===== src/rtl/csr_port_arbiter.sv =====
// Arbiter for the machine CSR file port, shared by the pipeline (id 0) and debug (id 1).
// Each accepted request runs as a read-modify-write, with privilege and read-only checks done at accept.
module csr_port_arbiter #(
  parameter int XLEN   = 64,
  parameter int ADDR_W = 12
) (
  input  logic                  clk,
  input  logic                  reset,
  input  logic [1:0]            req_valid_i,
  output logic [1:0]            req_ready_o,
  input  logic [2*ADDR_W-1:0]   req_addr_i,
  input  logic [3:0]            req_op_i,
  input  logic [2*XLEN-1:0]     req_wdata_i,
  input  logic [1:0]            req_priv_i,
  input  logic                  flush_i,
  output logic                  csr_re_o,
  output logic [ADDR_W-1:0]     csr_raddr_o,
  input  logic [XLEN-1:0]       csr_rdata_i,
  input  logic                  csr_rerr_i,
  output logic                  csr_we_o,
  output logic [ADDR_W-1:0]     csr_waddr_o,
  output logic [XLEN-1:0]       csr_wdata_o,
  output logic                  rsp_valid_o,
  output logic                  rsp_id_o,
  output logic [XLEN-1:0]       rsp_rdata_o,
  output logic                  rsp_err_o
);

  localparam logic [1:0] S_IDLE = 2'd0;
  localparam logic [1:0] S_RD   = 2'd1;
  localparam logic [1:0] S_WR   = 2'd2;
  localparam logic [1:0] S_ERR  = 2'd3;

  localparam logic [1:0] OP_WRITE = 2'b01;
  localparam logic [1:0] OP_SET   = 2'b10;
  localparam logic [1:0] OP_CLEAR = 2'b11;

  logic [1:0]        state;
  logic              last_grant;
  logic              lat_id;
  logic [ADDR_W-1:0] lat_addr;
  logic [1:0]        lat_op;
  logic [XLEN-1:0]   lat_wdata;

  logic              grant;
  logic              grant_id;
  logic [ADDR_W-1:0] sel_addr;
  logic [1:0]        sel_op;
  logic [XLEN-1:0]   sel_wdata;
  logic [1:0]        sel_priv;
  logic              sel_writes;
  logic              sel_fault;

  logic              lat_writes;
  logic              kill;
  logic              in_rd;
  logic              in_wr;
  logic              in_err;
  logic [XLEN-1:0]   new_val;

  // Round-robin: on a tie the requester that was not granted last wins.
  always_comb begin
    grant    = 1'b0;
    grant_id = 1'b0;
    if (state == S_IDLE && !reset) begin
      case (req_valid_i)
        2'b01:   begin grant = 1'b1; grant_id = 1'b0;        end
        2'b10:   begin grant = 1'b1; grant_id = 1'b1;        end
        2'b11:   begin grant = 1'b1; grant_id = ~last_grant; end
        default: begin grant = 1'b0; grant_id = 1'b0;        end
      endcase
    end
  end

  always_comb begin
    sel_addr   = grant_id ? req_addr_i[2*ADDR_W-1:ADDR_W] : req_addr_i[ADDR_W-1:0];
    sel_op     = grant_id ? req_op_i[3:2] : req_op_i[1:0];
    sel_wdata  = grant_id ? req_wdata_i[2*XLEN-1:XLEN] : req_wdata_i[XLEN-1:0];
    sel_priv   = grant_id ? 2'b11 : req_priv_i;
    sel_writes = (sel_op == OP_WRITE) || (sel_op[1] && (sel_wdata != '0));
    sel_fault  = (sel_priv < sel_addr[9:8]) ||
                 ((sel_addr[11:10] == 2'b11) && sel_writes);
  end

  assign req_ready_o = grant ? (grant_id ? 2'b10 : 2'b01) : 2'b00;

  always_ff @(posedge clk) begin
    if (reset) begin
      state      <= S_IDLE;
      last_grant <= 1'b1;
      lat_id     <= 1'b0;
      lat_addr   <= '0;
      lat_op     <= '0;
      lat_wdata  <= '0;
    end else begin
      case (state)
        S_IDLE: begin
          if (grant) begin
            last_grant <= grant_id;
            lat_id     <= grant_id;
            lat_addr   <= sel_addr;
            lat_op     <= sel_op;
            lat_wdata  <= sel_wdata;
            state      <= sel_fault ? S_ERR : S_RD;
          end
        end
        S_RD:    state <= kill ? S_IDLE : S_WR;
        S_WR:    state <= S_IDLE;
        S_ERR:   state <= S_IDLE;
        default: state <= S_IDLE;
      endcase
    end
  end

  // A pipeline flush only matters once a pipeline request is in flight.
  assign kill       = flush_i && !lat_id;
  assign lat_writes = (lat_op == OP_WRITE) || (lat_op[1] && (lat_wdata != '0));
  assign in_rd      = (state == S_RD)  && !reset;
  assign in_wr      = (state == S_WR)  && !reset;
  assign in_err     = (state == S_ERR) && !reset;

  always_comb begin
    case (lat_op)
      OP_WRITE: new_val = lat_wdata;
      OP_SET:   new_val = csr_rdata_i | lat_wdata;
      OP_CLEAR: new_val = csr_rdata_i & ~lat_wdata;
      default:  new_val = csr_rdata_i;
    endcase
  end

  assign csr_re_o    = in_rd;
  assign csr_raddr_o = lat_addr;
  assign csr_we_o    = in_wr && lat_writes && !csr_rerr_i && !kill;
  assign csr_waddr_o = lat_addr;
  assign csr_wdata_o = in_wr ? new_val : '0;
  assign rsp_valid_o = (in_wr || in_err) && !kill;
  assign rsp_id_o    = lat_id;
  assign rsp_rdata_o = in_wr ? csr_rdata_i : '0;
  assign rsp_err_o   = in_err || (in_wr && csr_rerr_i);

endmodule


===== config.mk =====
export PLATFORM = sky130hd
export DESIGN_NAME = csr_port_arbiter
export DESIGN_NICKNAME = d
export VERILOG_FILES = /design/src/rtl/csr_port_arbiter.sv
export SDC_FILE = /design/constraint.sdc
export NUM_CORES = 1
export LEC_CHECK = 0
export ABC_AREA = 1
export BUFFER_PORTS_ARGS = -buffer_cell sky130_fd_sc_hd__buf_2
export CORE_AREA = 4 4 150 152
export CTS_CLUSTER_DIAMETER = 100
export DETAILED_ROUTE_END_ITERATION = 16
export DIE_AREA = 0 0 154 156
export GPL_ROUTABILITY_DRIVEN = 1
export GPL_TIMING_DRIVEN = 1
export PLACE_DENSITY = 0.69
export SKIP_CTS_REPAIR_TIMING = 1
export SKIP_LAST_GASP = 1
export SYNTH_ARGS = -nofsm -noshare
export SYNTH_HDL_FRONTEND = slang
export SYNTH_SLANG_ARGS = --single-unit

===== constraint.sdc =====
create_clock -name clk -period 1.9 [get_ports clk]
set_input_delay 0.38 -clock clk [delete_from_list [all_inputs] [get_ports clk]]
set_output_delay 0.38 -clock clk [all_outputs]
set_load 0.01 [all_outputs]

=== Word level (Yosys, flattened, before mapping) ===
Index checks and enable logic that the tools add are counted.

* Eq/ne operators: 12
* Mux-type cells: 17
* Bitwise operators: 4
* Reductions and logical operators: 28
* Order comparisons: 1

{| class="wikitable"
|+ Operators with widths
! operator !! count
|-
| two-way mux 64 bit || 3
|-
| case mux 64 bit (3 select lines) || 1
|-
| nonzero test 64 bit || 2
|-
| AND 64 bit || 1
|-
| inverter 64 bit || 1
|-
| OR 64 bit || 1
|-
| == test 2 bit (second input constant) || 7
|-
| two-way mux 2 bit || 7
|-
| logical AND 1 bit || 13
|-
| two-way mux 12 bit || 1
|-
| == test 2 x 1 -> 1 bit (second input constant) || 4
|-
| case mux 2 bit (3 select lines) || 1
|-
| logical OR 1 bit || 5
|-
| zero test 1 bit || 4
|-
| two-way mux 1 bit || 3
|-
| OR reduction 3 bit || 1
|-
| zero test 2 bit || 1
|-
| less-than comparator 2 bit || 1
|-
| inequality test 2 bit (second input constant) || 1
|-
| case mux 1 bit (2 select lines) || 1
|-
| AND reduction 2 bit || 1
|-
| OR reduction 2 bit || 1
|-
| inverter 1 bit || 1
|}

* Register bits: 82
* Output and inout bits: 159
* Logic and storage cells: 68

=== Depth between registers and ports, before layout ===
* Depth after elaboration: 12
* Mapped depth: 17
* Depth with buffers taken out: 16

=== Worst setup path before layout ===
OpenSTA, ideal clock, no wires.

* Path type: input to register
* Start: input port reset
* End: register state[1]
* Stages on the path: 14
* Arrival time: 2.008 ns
* Path slack: -0.175 ns
* Buffers on the path: 4
* Library setup time: 0.066 ns
* Data required time: 1.834 ns
* Path through: buf_4 inv_4 nand2_4 nor2_8 buf_8 buf_12 buf_2 or2_2 ha_1 o21ai_0 nand2_1 nand2_1 nand2_1 a21oi_2

* Word-level cells in the longest chain between the ends: 12
* Elaborated cells on any way between the ends: 20

{| class="wikitable"
|+ Ends and longest elaborated chain
! item !! RTL line !! RTL
|-
| start, declared || 8 || <nowiki>input logic reset,</nowiki>
|-
| zero test 1 bit || 65 || <nowiki>if (state == S_IDLE && !reset) begin</nowiki>
|-
| logical AND 1 bit || 65 ||
|-
| two-way mux 1 bit || 65 ||
|-
| two-way mux 64 bit || 78 || <nowiki>sel_wdata = grant_id ? req_wdata_i[2*XLEN-1:XLEN] : req_wdata_i[XLEN-1:0];</nowiki>
|-
| nonzero test 64 bit || 80 || <nowiki>sel_writes = (sel_op == OP_WRITE) || (sel_op[1] && (sel_wdata != '0));</nowiki>
|-
| logical AND 1 bit || 80 ||
|-
| logical OR 1 bit || 80 ||
|-
| logical AND 1 bit || 82 || <nowiki>((sel_addr[11:10] == 2'b11) && sel_writes);</nowiki>
|-
| logical OR 1 bit || 81 || <nowiki>sel_fault = (sel_priv < sel_addr[9:8]) ||</nowiki>
|-
| two-way mux 2 bit || 104 || <nowiki>state <= sel_fault ? S_ERR : S_RD;</nowiki>
|-
| two-way mux 2 bit || 98 || <nowiki>if (grant) begin</nowiki>
|-
| case mux 2 bit (3 select lines) || 96 || <nowiki>case (state)</nowiki>
|-
| end signal, assigned || 104 ||
|-
| end signal, assigned || 107 || <nowiki>S_RD: state <= kill ? S_IDLE : S_WR;</nowiki>
|-
| end, declared || 38 || <nowiki>logic [1:0] state;</nowiki>
|}

Several ways; a longest one is shown, not always the timed one. The select of a mux whose other input is x is not followed.
A chain may end at the register's enable or synchronous reset.

=== Worst setup path after layout ===
* Start: register lat_wdata[56]
* End: output port csr_we_o

* Word-level cells in the longest chain between the ends: 6

{| class="wikitable"
|+ Ends and longest elaborated chain
! item !! RTL line !! RTL
|-
| start, declared || 43 || <nowiki>logic [XLEN-1:0] lat_wdata;</nowiki>
|-
| start signal, assigned || 103 || <nowiki>lat_wdata <= sel_wdata;</nowiki>
|-
| nonzero test 64 bit || 117 || <nowiki>assign lat_writes = (lat_op == OP_WRITE) || (lat_op[1] && (lat_wdata != '0));</nowiki>
|-
| logical AND 1 bit || 117 ||
|-
| logical OR 1 bit || 117 ||
|-
| logical AND 1 bit (3 in series) || 133 || <nowiki>assign csr_we_o = in_wr && lat_writes && !csr_rerr_i && !kill;</nowiki>
|-
| end, declared || 20 || <nowiki>output logic csr_we_o,</nowiki>
|}

No other way between the ends.

==> impl_metrics.toml <==
[yosys]
synth-adder-area-share = 0.00202
synth_xor_xnor_area_share = 0.00141
muxShareOfSynthArea = 0.00646
synth_area_um2 = 6200
synth_seq_cells = 82
yosysUniqueCellTypes = 37
synth_edf_count = 0
ys_seq_area_frac = 0.265
yosys.area_share.simple = 0.334
synth_ff_type = "dfxtp_1"
syn-instance-count = 1051
synth_compound_area_frac = 0.232
synth_top_family_by_area = "simple AND/OR/NAND/NOR gates"
yosys_warnings = 0
async_flop_share = 0
syn_nets = 1280
syn_avg_cell_area_um2 = 5.90

[setup_path]
path_max_fanout = 2
end_kind = "output pin"
rrSetupSlack_ns = -0.18
crit_required_ns = 1.52
rr_startpoint = "state[1]"
worst_r2r_endpoint = "state[1]"
start_kind = "flop"
r2r_cells = 15
path_class = "reg2out"
crit_arrival_ns = 2.11

[outcome]
status = "finished, violations left"
violations = "negative setup slack"

[sta]
period_share = 1.31
skew_ns = 0.00774
slew_headroom = 0.671
final-max-slew-violation-count = 0
setup-tns-final_ns = -28.05
fin_crit_ns = 2.49
setup_viol = 132
worst_pin_slew_ns = 0.489
rsz0062_at_grt = "yes"
finalHoldViolCount = 0
holdWs_ns = 0.299
fmaxAchievable_mhz = 402
fin_ws_ns = -0.589

[global_route]
globalRouteOverflowTotal = 0
grt_pass1_vias = 8156
grt_max_degree = 57
grt_pass1_wl_mm = 41.9
grt_antenna_before_repair = 0
grt_usage = 0.215

[cts]
max-clock-path-buffers = 2
cts_tree = "done"
root_buffer = "clkbuf_16"
clock_sinks = 82
clk_pin_slew_ns = 0.06
htreeDepth = 3
cts_buffers = 9
worstSkewPairLatency_ns = 0.34

[pwr]
vdd_ir_drop_max_mv = 0.403
switching_share = 0.392
p_clk_frac = 0.219
seq_power_share = 0.281
finalPower_mw = 7.60
comb_power_share = 0.500
pwr_density_cell_nw_per_um2 = 631
p_sw_mw = 2.98
p_leak_nw = 5.85
p_int_mw = 4.62

[floorplanning]
dieWidth_um = 154
initial_core_util = 0.295
die_y_um = 156
coreArea_um2 = 21000
io_pins = 387
core.rowCount = 53
dieArea_um2 = 24000

[detailed_routing]
drtPass1Iterations = 6
num_vias = 9370
route.detailed.wl_per_inst_um = 18.9
first_iter_violations = 891
drc = 0
wirelength_mm = 34.9
viasPerCell = 5.08
ant_nets = 0

[hold_path]
hold_path.class = "in2reg"
holdPathStages = 3
hold_end = "csr_raddr_o[6]"
min_from = "req_addr_i[6]"

[layout]
area_growth_pct = 94.0
drive_gt1_frac = 0.496
final_cells = 1844
post-route-util = 0.572
layout.nets = 1793
n_antenna_cell = 0

[place]
dp_cells = 1777
dp_hpwl_mm = 22.1
gp_congestion = 0.893
port_buffers = 386

[run]
timing.max_cap.violations = 0
[layer usage]
metal	GRT usage	wire [µm]	up-vias
met4	0.0530	1250	0
met1	0.267	13500	4257
met5	0	0	-
met3	0.0352	2920	121
met2	0.387	17200	561
li1	-	-	4431
[flip-flops by register name, summed over array words and instances, names as in the netlist]
signal and cells:
lat_op 2, lat_wdata 64, rsp_id_o 1, state 2
csr_raddr_o 12, last_grant 1
[cell usage in the layout (no fill, tap or decap), drive strengths merged]
cell type	netlist	final
clkinvlp	0	3
nor4	15	15
mux2i	4	4
ha	1	1
o21bai	1	1
or2	4	4
xor2	1	1
a21oi	68	68
nor2	111	111
clkinv	0	2
o31ai	52	52
nand3	30	30
clkbuf	49	36
a31oi	12	12
nand4	5	5
nand3b	1	1
and2	1	1
o21a	1	1
nor3	2	2
buf	35	562
o21ai	36	36
dfxtp	82	82
nand2	342	342
o211ai	56	56
a22o	1	1
inv	141	140
[worst max-delay path: stages (launching register included)]
cell     delay (ns)
dfxtp_1        0.32
nor4_1         0.43
nand4_1        0.25
nor4_2         0.34
o21ai_1        0.16
nand3_1        0.10
nor2_1         0.04
buf_2          0.13
[per-stage QoR]
stage,instance area (µm²),worst slack [ns]
finish,12000,-0.589
floorplan,6270,-0.00418
CTS,9630,-0.779
global placement,9350,-0.413
detailed placement,9350,-0.395
global route,12000,-0.662
[layout make-up]
cell class	count	area [µm²]
well taps	275	344
clock buffers	12	246
repair buffers	586	4660
fillers	1864	8990
multi-input cells	744	4550
inverters	141	547
flip-flops and latches	82	1660
clock inverters	4	27.5
[power groups by stage]
stage                     Clock, mW  Sequential, mW  Combinational [mW]
after global placement            0            2.14                2.70
final                          1.67            2.13                3.80
after detailed placement          0            2.15                2.72
after global routing           1.77            2.16                4.04
after floorplan                   0            2.14                1.36
after CTS                      1.70            2.11                2.73
[logic make-up after synthesis]
group | after synthesis
flops | 82
buf+inv | 225
xor+xnor | 1
simple gates | 511
compound gates | 227
mux | 4
fa+ha+maj | 1
[synthesized netlist by cell type (2+ instances only)]
master,number,area share
a31oi_1,12,0.012
nor2_1,107,0.065
clkbuf_1,49,0.030
mux2i_1,4,0.0065
nand2_4,2,0.0036
a21oi_2,2,0.0028
nor3_1,2,0.0016
nor2_2,3,0.0030
nand3_1,30,0.024
dfxtp_1,82,0.26
buf_4,18,0.022
nor4_1,15,0.015
nand4_1,5,0.0050
or2_2,3,0.0030
buf_2,10,0.0081
a21oi_1,66,0.053
o21ai_0,35,0.028
nand2_2,2,0.0020
nand2_1,338,0.20
o211ai_1,56,0.068
o31ai_1,52,0.063
buf_6,5,0.0091
inv_1,139,0.084
[how the worst max path moves through the flow]
stage / from / endpoint / cells after the start
6_report: lat_wdata[56] / csr_we_o / 7
5_1_grt: lat_wdata[15] / csr_we_o / 8
4_1_cts: lat_wdata[12] / csr_we_o / 8
3_5_place_dp: lat_wdata[12] / csr_we_o / 8
3_3_place_gp: lat_wdata[12] / csr_we_o / 8
2_1_floorplan: reset / state[1] / 14
Note: power is estimated with default switching activity, not from simulation.
